### src/rtl/subtractor_serial_if.sv
// Handshake and data bundle for the bit-serial subtractor.
//
// Signals:
//   start  - request to begin a subtraction (driven by master)
//   a, b   - minuend and subtrahend, WIDTH bits (driven by master)
//   b_in   - borrow-in (driven by master)
//   busy   - operation in progress (driven by slave)
//   done   - one-cycle result-valid pulse (driven by slave)
//   diff   - a - b - b_in modulo 2^WIDTH (driven by slave)
//   b_out  - unsigned borrow-out (driven by slave)
//   v_out  - signed two's-complement overflow (driven by slave)
interface subtractor_serial_if #(
    parameter int WIDTH = 4
);
    logic             start;
    logic [WIDTH-1:0] a;
    logic [WIDTH-1:0] b;
    logic             b_in;
    logic             busy;
    logic             done;
    logic [WIDTH-1:0] diff;
    logic             b_out;
    logic             v_out;

    modport master (
        output start, a, b, b_in,
        input  busy, done, diff, b_out, v_out
    );

    modport slave (
        input  start, a, b, b_in,
        output busy, done, diff, b_out, v_out
    );
endinterface

### src/rtl/subtractor_serial.sv
// Bit-serial subtractor: computes a - b - b_in one bit per clock, LSB first,
// and presents the result with borrow-out and signed overflow in a single
// done cycle. Results hold until the next completed operation.
//
// Ports:
//   clk  - clock, all state changes on the rising edge
//   rst  - asynchronous, active-high reset
//   bus  - subtractor_serial_if slave modport (start/a/b/b_in in,
//          busy/done/diff/b_out/v_out out)
module subtractor_serial #(
    parameter int WIDTH = 4
) (
    input  logic               clk,
    input  logic               rst,
    subtractor_serial_if.slave bus
);

    localparam int              CNT_W    = $clog2(WIDTH);
    localparam logic [CNT_W-1:0] LAST_BIT = CNT_W'(WIDTH - 1);

    typedef enum logic [1:0] {
        IDLE,
        SHIFT,
        DONE
    } state_t;

    state_t           state;
    logic [WIDTH-1:0] a_sh;
    logic [WIDTH-1:0] b_sh;
    logic [WIDTH-1:0] d_sh;
    logic             brw;
    logic [CNT_W-1:0] cnt;

    logic             busy_r;
    logic             done_r;
    logic [WIDTH-1:0] diff_r;
    logic             b_out_r;
    logic             v_out_r;

    logic             a_bit;
    logic             b_bit;
    logic             d_bit;
    logic             brw_next;

    // One-bit full subtractor on the current LSBs of the operand shifters.
    always_comb begin
        a_bit    = a_sh[0];
        b_bit    = b_sh[0];
        d_bit    = a_bit ^ b_bit ^ brw;
        brw_next = (~a_bit & b_bit) | (~(a_bit ^ b_bit) & brw);
    end

    // Control FSM and datapath. The difference bits are collected in d_sh
    // and only copied to diff_r on the final bit, so partial results never
    // reach the outputs. On the final bit, brw is the borrow into the MSB
    // and brw_next the borrow out of it; their XOR is signed overflow.
    always_ff @(posedge clk or posedge rst) begin
        if (rst) begin
            state   <= IDLE;
            a_sh    <= '0;
            b_sh    <= '0;
            d_sh    <= '0;
            brw     <= 1'b0;
            cnt     <= '0;
            busy_r  <= 1'b0;
            done_r  <= 1'b0;
            diff_r  <= '0;
            b_out_r <= 1'b0;
            v_out_r <= 1'b0;
        end else begin
            case (state)
                IDLE: begin
                    done_r <= 1'b0;
                    if (bus.start) begin
                        a_sh   <= bus.a;
                        b_sh   <= bus.b;
                        d_sh   <= '0;
                        brw    <= bus.b_in;
                        cnt    <= '0;
                        busy_r <= 1'b1;
                        state  <= SHIFT;
                    end
                end
                SHIFT: begin
                    a_sh <= a_sh >> 1;
                    b_sh <= b_sh >> 1;
                    d_sh <= {d_bit, d_sh[WIDTH-1:1]};
                    brw  <= brw_next;
                    cnt  <= cnt + CNT_W'(1);
                    if (cnt == LAST_BIT) begin
                        diff_r  <= {d_bit, d_sh[WIDTH-1:1]};
                        b_out_r <= brw_next;
                        v_out_r <= brw ^ brw_next;
                        done_r  <= 1'b1;
                        state   <= DONE;
                    end
                end
                DONE: begin
                    done_r <= 1'b0;
                    busy_r <= 1'b0;
                    state  <= IDLE;
                end
                default: begin
                    done_r <= 1'b0;
                    busy_r <= 1'b0;
                    state  <= IDLE;
                end
            endcase
        end
    end

    assign bus.busy  = busy_r;
    assign bus.done  = done_r;
    assign bus.diff  = diff_r;
    assign bus.b_out = b_out_r;
    assign bus.v_out = v_out_r;

endmodule

### src/flat_wrapper.sv
// flat-port wrapper written by rule: the top's interface ports become plain ports
module subtractor_serial_flat 
#(
    parameter int WIDTH = 4
)
  (clk, rst, bus_start, bus_a, bus_b, bus_b_in, bus_busy, bus_done, bus_diff, bus_b_out, bus_v_out);
  subtractor_serial_if #(.WIDTH(WIDTH)) bus_i ();
  input  logic clk;
  input  logic rst;
  input wire logic [$bits(bus_i.start)-1:0] bus_start;
  input wire logic [$bits(bus_i.a)-1:0] bus_a;
  input wire logic [$bits(bus_i.b)-1:0] bus_b;
  input wire logic [$bits(bus_i.b_in)-1:0] bus_b_in;
  output wire logic [$bits(bus_i.busy)-1:0] bus_busy;
  output wire logic [$bits(bus_i.done)-1:0] bus_done;
  output wire logic [$bits(bus_i.diff)-1:0] bus_diff;
  output wire logic [$bits(bus_i.b_out)-1:0] bus_b_out;
  output wire logic [$bits(bus_i.v_out)-1:0] bus_v_out;
  assign bus_i.start = bus_start;
  assign bus_i.a = bus_a;
  assign bus_i.b = bus_b;
  assign bus_i.b_in = bus_b_in;
  assign bus_busy = bus_i.busy;
  assign bus_done = bus_i.done;
  assign bus_diff = bus_i.diff;
  assign bus_b_out = bus_i.b_out;
  assign bus_v_out = bus_i.v_out;
  subtractor_serial #(.WIDTH(WIDTH)) u_core (.clk(clk), .rst(rst), .bus(bus_i));
endmodule
### config.mk
export PLATFORM = sky130hd
export DESIGN_NAME = subtractor_serial_flat
export DESIGN_NICKNAME = d
export VERILOG_FILES = /design/src/rtl/subtractor_serial_if.sv /design/src/rtl/subtractor_serial.sv /design/src/flat_wrapper.sv
export SDC_FILE = /design/constraint.sdc
export NUM_CORES = 1
export LEC_CHECK = 0
export ABC_CLOCK_PERIOD_IN_PS = 3740
export CAP_MARGIN = 10
export CORE_ASPECT_RATIO = 1.2
export CORE_MARGIN = 2
export CORE_UTILIZATION = 54
export DETAILED_ROUTE_END_ITERATION = 7
export PLACE_DENSITY = 0.85
export SYNTH_ARGS = -nofsm -noshare
export SYNTH_HDL_FRONTEND = slang
export SYNTH_SLANG_ARGS = --single-unit
### constraint.sdc
create_clock -name clk -period 3.74 [get_ports clk]
set_input_delay 0.561 -clock clk [delete_from_list [all_inputs] [get_ports clk]]
set_output_delay 0.561 -clock clk [all_outputs]
set_load 0.05 [all_outputs]
### Yosys cells after proc, flatten, opt, wreduce, memory -nomap -nowiden

Cells that the tools add are included.

| operators by class | value |
|---|---|
| $add $sub $neg | 1 |
| multipliers | 0 |
| divide/modulo/power cells | 0 |
| order comparisons | 0 |
| equality and inequality tests | 4 |
| shift operators | 0 |
| mux-type cells | 17 |
| bitwise logic cells | 9 |
| reduce and logical (&&, ||, !) cells | 6 |

Operators by type and width:

| operator | number |
|---|---|
| $pmux 4 s2 | 3 |
| $mux 4 | 3 |
| $pmux 2 s2 | 2 |
| $reduce_and 2->1 | 4 |
| $mux 2 | 3 |
| $mux 1 | 4 |
| $pmux 1 s2 | 2 |
| $not 1->1 | 3 |
| $xor 1x1->1 | 3 |
| $add 2x1->2 const B | 1 |
| $and 1x1->1 | 2 |
| $eq 2x1->1 const B | 1 |
| $eq 2x2->1 const B | 1 |
| $logic_not 2->1 | 1 |
| $ne 2x1->1 const B | 1 |
| $ne 2x2->1 const B | 1 |
| $reduce_bool 2->1 | 1 |
| $or 1x1->1 | 1 |

| word-level totals | value |
|---|---|
| register bits | 25 |
| bits in latches | 0 |
| memory bits (writable) | 0 |
| memory bits (read-only) | 0 |
| input bits | 12 |
| output and inout port bits | 8 |
| logic and storage cells | 48 |
| memories kept | 0 |

### Depth between registers and ports, before layout

| logic depth | value |
|---|---|
| depth after elaboration | 5 |
| gate-level depth with buffers | 4 |
| depth with buffers taken out | 4 |

### Worst setup path before layout

No wires, ideal clock.

| timing | value |
|---|---|
| path type | input port to flip-flop |
| from | input bus_start |
| to | register u_core.b_sh[3] |
| arrival | 1.211 ns |
| path slack | 2.413 ns |
| cell stages on the path | 3 |
| path buffers | 1 |
| path through | clkbuf_2 -> or3b_2 -> o311ai_0 |

| between the ends | value |
|---|---|
| cells in the longest elaborated chain, start to end | 2 |

RTL lines:

| what | RTL line | RTL |
|---|---|---|
| start, declared | flat_wrapper.sv:10 | `input wire logic [$bits(bus_i.start)-1:0] bus_start;` |
| $ne 2x2->1 (no line) | - |  |
| $reduce_and 2->1 (no line) | - |  |
| end signal, assigned | subtractor_serial.sv:76 | `b_sh <= bus.b;` |
| end signal, assigned | subtractor_serial.sv:86 | `b_sh <= b_sh >> 1;` |
| end, declared | subtractor_serial.sv:29 | `logic [WIDTH-1:0] b_sh;` |

Every way passes these cells.
A chain may end at the register's enable or synchronous reset.

### Worst setup path after layout

| timing | value |
|---|---|
| from | register u_core.busy_r (netlist: u_core.bus.busy) |
| to | output bus_busy |

RTL lines:

| what | RTL line | RTL |
|---|---|---|
| start, declared | subtractor_serial.sv:34 | `logic busy_r;` |
| start signal, assigned | subtractor_serial.sv:65 | `busy_r <= 1'b0;` |
| start signal, assigned | subtractor_serial.sv:80 | `busy_r <= 1'b1;` |
| start signal, assigned | subtractor_serial.sv:100 | `busy_r <= 1'b0;` |
| end, declared | flat_wrapper.sv:14 | `output wire logic [$bits(bus_i.busy)-1:0] bus_busy;` |

No word-level cell between the ends.

==> impl_metrics.env <==
export IMPL_numCtsBuffers=3
export IMPL_nets=118
export IMPL_grt_max_degree=25
export IMPL_antenna_found_initial=0
export IMPL_critPathBufInv=1
export IMPL_ant_nets=0
export IMPL_dr_wl_met2_um=770
export IMPL_clock_sinks=24
export IMPL_place_gp_congestion=0.772
export IMPL_switching_power_uw=473
export IMPL_synthCells=86
export IMPL_place_area_sq_um=1250
export IMPL_ff_latch_area_sq_um=601
export IMPL_crit_type="reg2out"
export IMPL_multi_input_area_sq_um=399
export IMPL_insertion_delay_ps=310
export IMPL_pin_count=20
export IMPL_p_leak_uw=0.000568
export IMPL_cp_cell_sequence="clkdlybuf4s50_1"
export IMPL_fmax_mhz=491
export IMPL_synth_avg_cell_area_sq_um=12.6
export IMPL_period_share=0.545
export IMPL_syn2layout_area_growth_pct=17.3
export IMPL_p_seq_frac=0.414
export IMPL_period_needed_ps=2040
export IMPL_status="completed"
export IMPL_synth_cell_types=26
export IMPL_combPwrFrac=0.491
export IMPL_drt_iter0_drc=9
export IMPL_drt_wl_total_um=1680
export IMPL_powerDensity_nw_per_um2=903
export IMPL_row_count=17
export IMPL_setup_reg_to_reg_worst_slack_ps=2090
export IMPL_critical_path_cell_count=1
export IMPL_die_area_sq_um=2380
export IMPL_critPathRequiredTime_ps=3180
export IMPL_worst_pin_slew_ps=862
export IMPL_initial_core_util=0.578
export IMPL_place_inst=118
export IMPL_vias=724
export IMPL_hold_viol_final=0
export IMPL_die_h_um=53.0
export IMPL_hold_buffers=0
export IMPL_fin_ws_ps=1700
export IMPL_drv_slew=0
export IMPL_drive_gt1_frac=0.127
export IMPL_grt_pass1_vias=683
export IMPL_yosys_warnings=0
export IMPL_cpPeakStageDelay_ps=810
export IMPL_crit_arrival_ps=1480
export IMPL_swShare=0.412
export IMPL_grt_pass1_wl_um=2970
export IMPL_vdd_drop_max_uv=605
export IMPL_setup_violations=0
export IMPL_intPower_uw=674
export IMPL_clockPowerShare=0.095
export IMPL_seq_area_frac_synth=0.555
export IMPL_finClkSkew_ps=5.95
export IMPL_r2r_start="u_core.state[0]"
export IMPL_die_x_um=44.9
export IMPL_cts_setup_buffers=0
export IMPL_diodes=0
export IMPL_ff2ff_path_depth=2
export IMPL_drc=0
export IMPL_syn_num_nets=100
export IMPL_routedWlPerCell_um=13.8
export IMPL_io_buffers=19
export IMPL_cts_htree_levels=1
export IMPL_min_to="u_core.cnt[0]"
export IMPL_final_cells=121
export IMPL_hold_depth=1
export IMPL_dp_hpwl_um=1220
export IMPL_crit_path_end_kind="primary output"
export IMPL_worstSetupStartpointType="flip-flop"
export IMPL_overflow=0
export IMPL_post_route_cell_area_sq_um=1270
export IMPL_wl_met3_um=68
export IMPL_rsz0062_at_grt="no"
export IMPL_max_cap_viol_count=0
export IMPL_cts_tree="built"
export IMPL_final_util=0.678
export IMPL_cts_reportedPaths_clkPinSlew_ps=120
export IMPL_crit_family="buffers and inverters"
export IMPL_grtUsageTotal=0.178
export IMPL_crit_slowest_cell="clkdlybuf4s50_1"
export IMPL_cp_max_fo=2
export IMPL_hp_start="u_core.cnt[0]"
export IMPL_core_area_sq_um=1870
export IMPL_dr_max_layer_used="met4"
export IMPL_vias_per_cell=5.98
export IMPL_hold_path_class="reg2reg"
export IMPL_clock_path_buffers=2
export IMPL_r2r_end="u_core.a_sh[1]"
export IMPL_syn_area_sq_um=1080
export IMPL_ys_ff_latch=24
export IMPL_wl_met1_um=789
export IMPL_relSlewSlack=0.425
export IMPL_firstDrtPassIters=4
export IMPL_fin_tns_setup_ps=0
export IMPL_fillers=150
export IMPL_pre_cts_slack_ps=1590
export IMPL_root_buffer="clkbuf_4"
export IMPL_ctsResizeCount=0
Yosys cell counts, drive strengths merged:
library cell	count	area [sq um]
a221oi	5	43.8
a21oi	2	10.0
o21bai	1	7.51
o311ai	1	8.76
clkbuf	1	5.00
nand2b	3	18.8
nor4b	5	43.8
nor2	5	18.8
buf	5	43.8
ha	1	12.5
a22o	4	35.0
dfrtp	24	601
inv	9	33.8
or4b	2	20.0
fa	1	20.0
nand2	2	7.51
nand3b	1	11.3
o221a	2	22.5
o2bb2ai	1	8.76
o21ba	1	10.0
mux2i	2	20.0
mux2	5	56.3
or3b	1	8.76
xnor2	1	8.76
nor2b	1	6.26
kinds of logic (layout without fill, tap and decap cells):
family,Yosys count,in the layout,synth area share
AO/OA/AOI/OAI,17,17,0.135
buffers and inverters,15,31,0.0763
AND/OR/NAND/NOR,20,20,0.125
flip-flops,24,24,0.555
XOR/XNOR,1,1,0.00809
multiplexers,7,7,0.0705
adder cells (fa/ha/maj),2,2,0.0301
stage by stage:
| step | power, uW | hold WS [ps] |
|---|---|---|
| global placement | 1030 | 475 |
| global route | 1230 | 525 |
| floorplan | 927 | 457 |
| CTS | 1160 | 505 |
| detailed placement | 1050 | 483 |
| finish | 1150 | 498 |
per-layer routing:
| layer | GRT usage | vias up |
|---|---|---|
| met2 | 0.280 | 23 |
| li1 | - | 342 |
| met1 | 0.229 | 355 |
| met5 | 0 | - |
| met4 | 0.118 | 0 |
| met3 | 0.0205 | 4 |
state kept, by name (all words and copies together) (netlist names):
name              cells
u_core.a_sh           4
u_core.b_sh           4
u_core.brw            1
u_core.bus.b_out      1
u_core.bus.busy       1
u_core.bus.diff       4
u_core.bus.done       1
u_core.bus.v_out      1
u_core.cnt            2
u_core.d_sh           3
u_core.state          2
how the worst max path moves through the flow:
stage | start | endpoint
6_report | u_core.bus.busy | bus_busy
5_1_grt | u_core.bus.b_out | bus_b_out
4_1_cts | u_core.bus.b_out | bus_b_out
3_5_place_dp | bus_start | u_core.a_sh[1]
3_3_place_gp | bus_start | u_core.a_sh[2]
2_1_floorplan | bus_start | u_core.b_sh[3]
cells in the final DEF (no fill, tap or decap):
cell and instances:
a21oi_1 2, a221oi_1 5, a22o_1 4, clkbuf_4 3, clkdlybuf4s50_1 19, dfrtp_1 24
fa_1 1, ha_1 1, inv_1 9, mux2_2 5, mux2i_1 2, nand2_1 2
nand2b_1 3, nand3b_2 1, nor2_1 5, nor2b_1 1, nor4b_1 5, o21ba_2 1
o21bai_1 1, o221a_2 2, o2bb2ai_1 1, o311ai_0 1, or3b_2 1, or4b_1 2
xnor2_1 1
power groups by stage:
stage / registers [uW] / logic [uW] / clock network [uW]
after floorplan: 572 / 356 / 0
after global placement: 477 / 554 / 0
after detailed placement: 482 / 569 / 0
after CTS: 477 / 569 / 111
after global routing: 497 / 617 / 121
final: 475 / 563 / 109
area by class of cell:
cell class,count,share of cell area
tap,19,0.0187
inverter,9,0.0266
sequential,24,0.473
clock buffer,3,0.0177
timing repair buffer,19,0.150
multi-input combinational,47,0.314
Note: power is estimated with default switching activity, not from simulation.
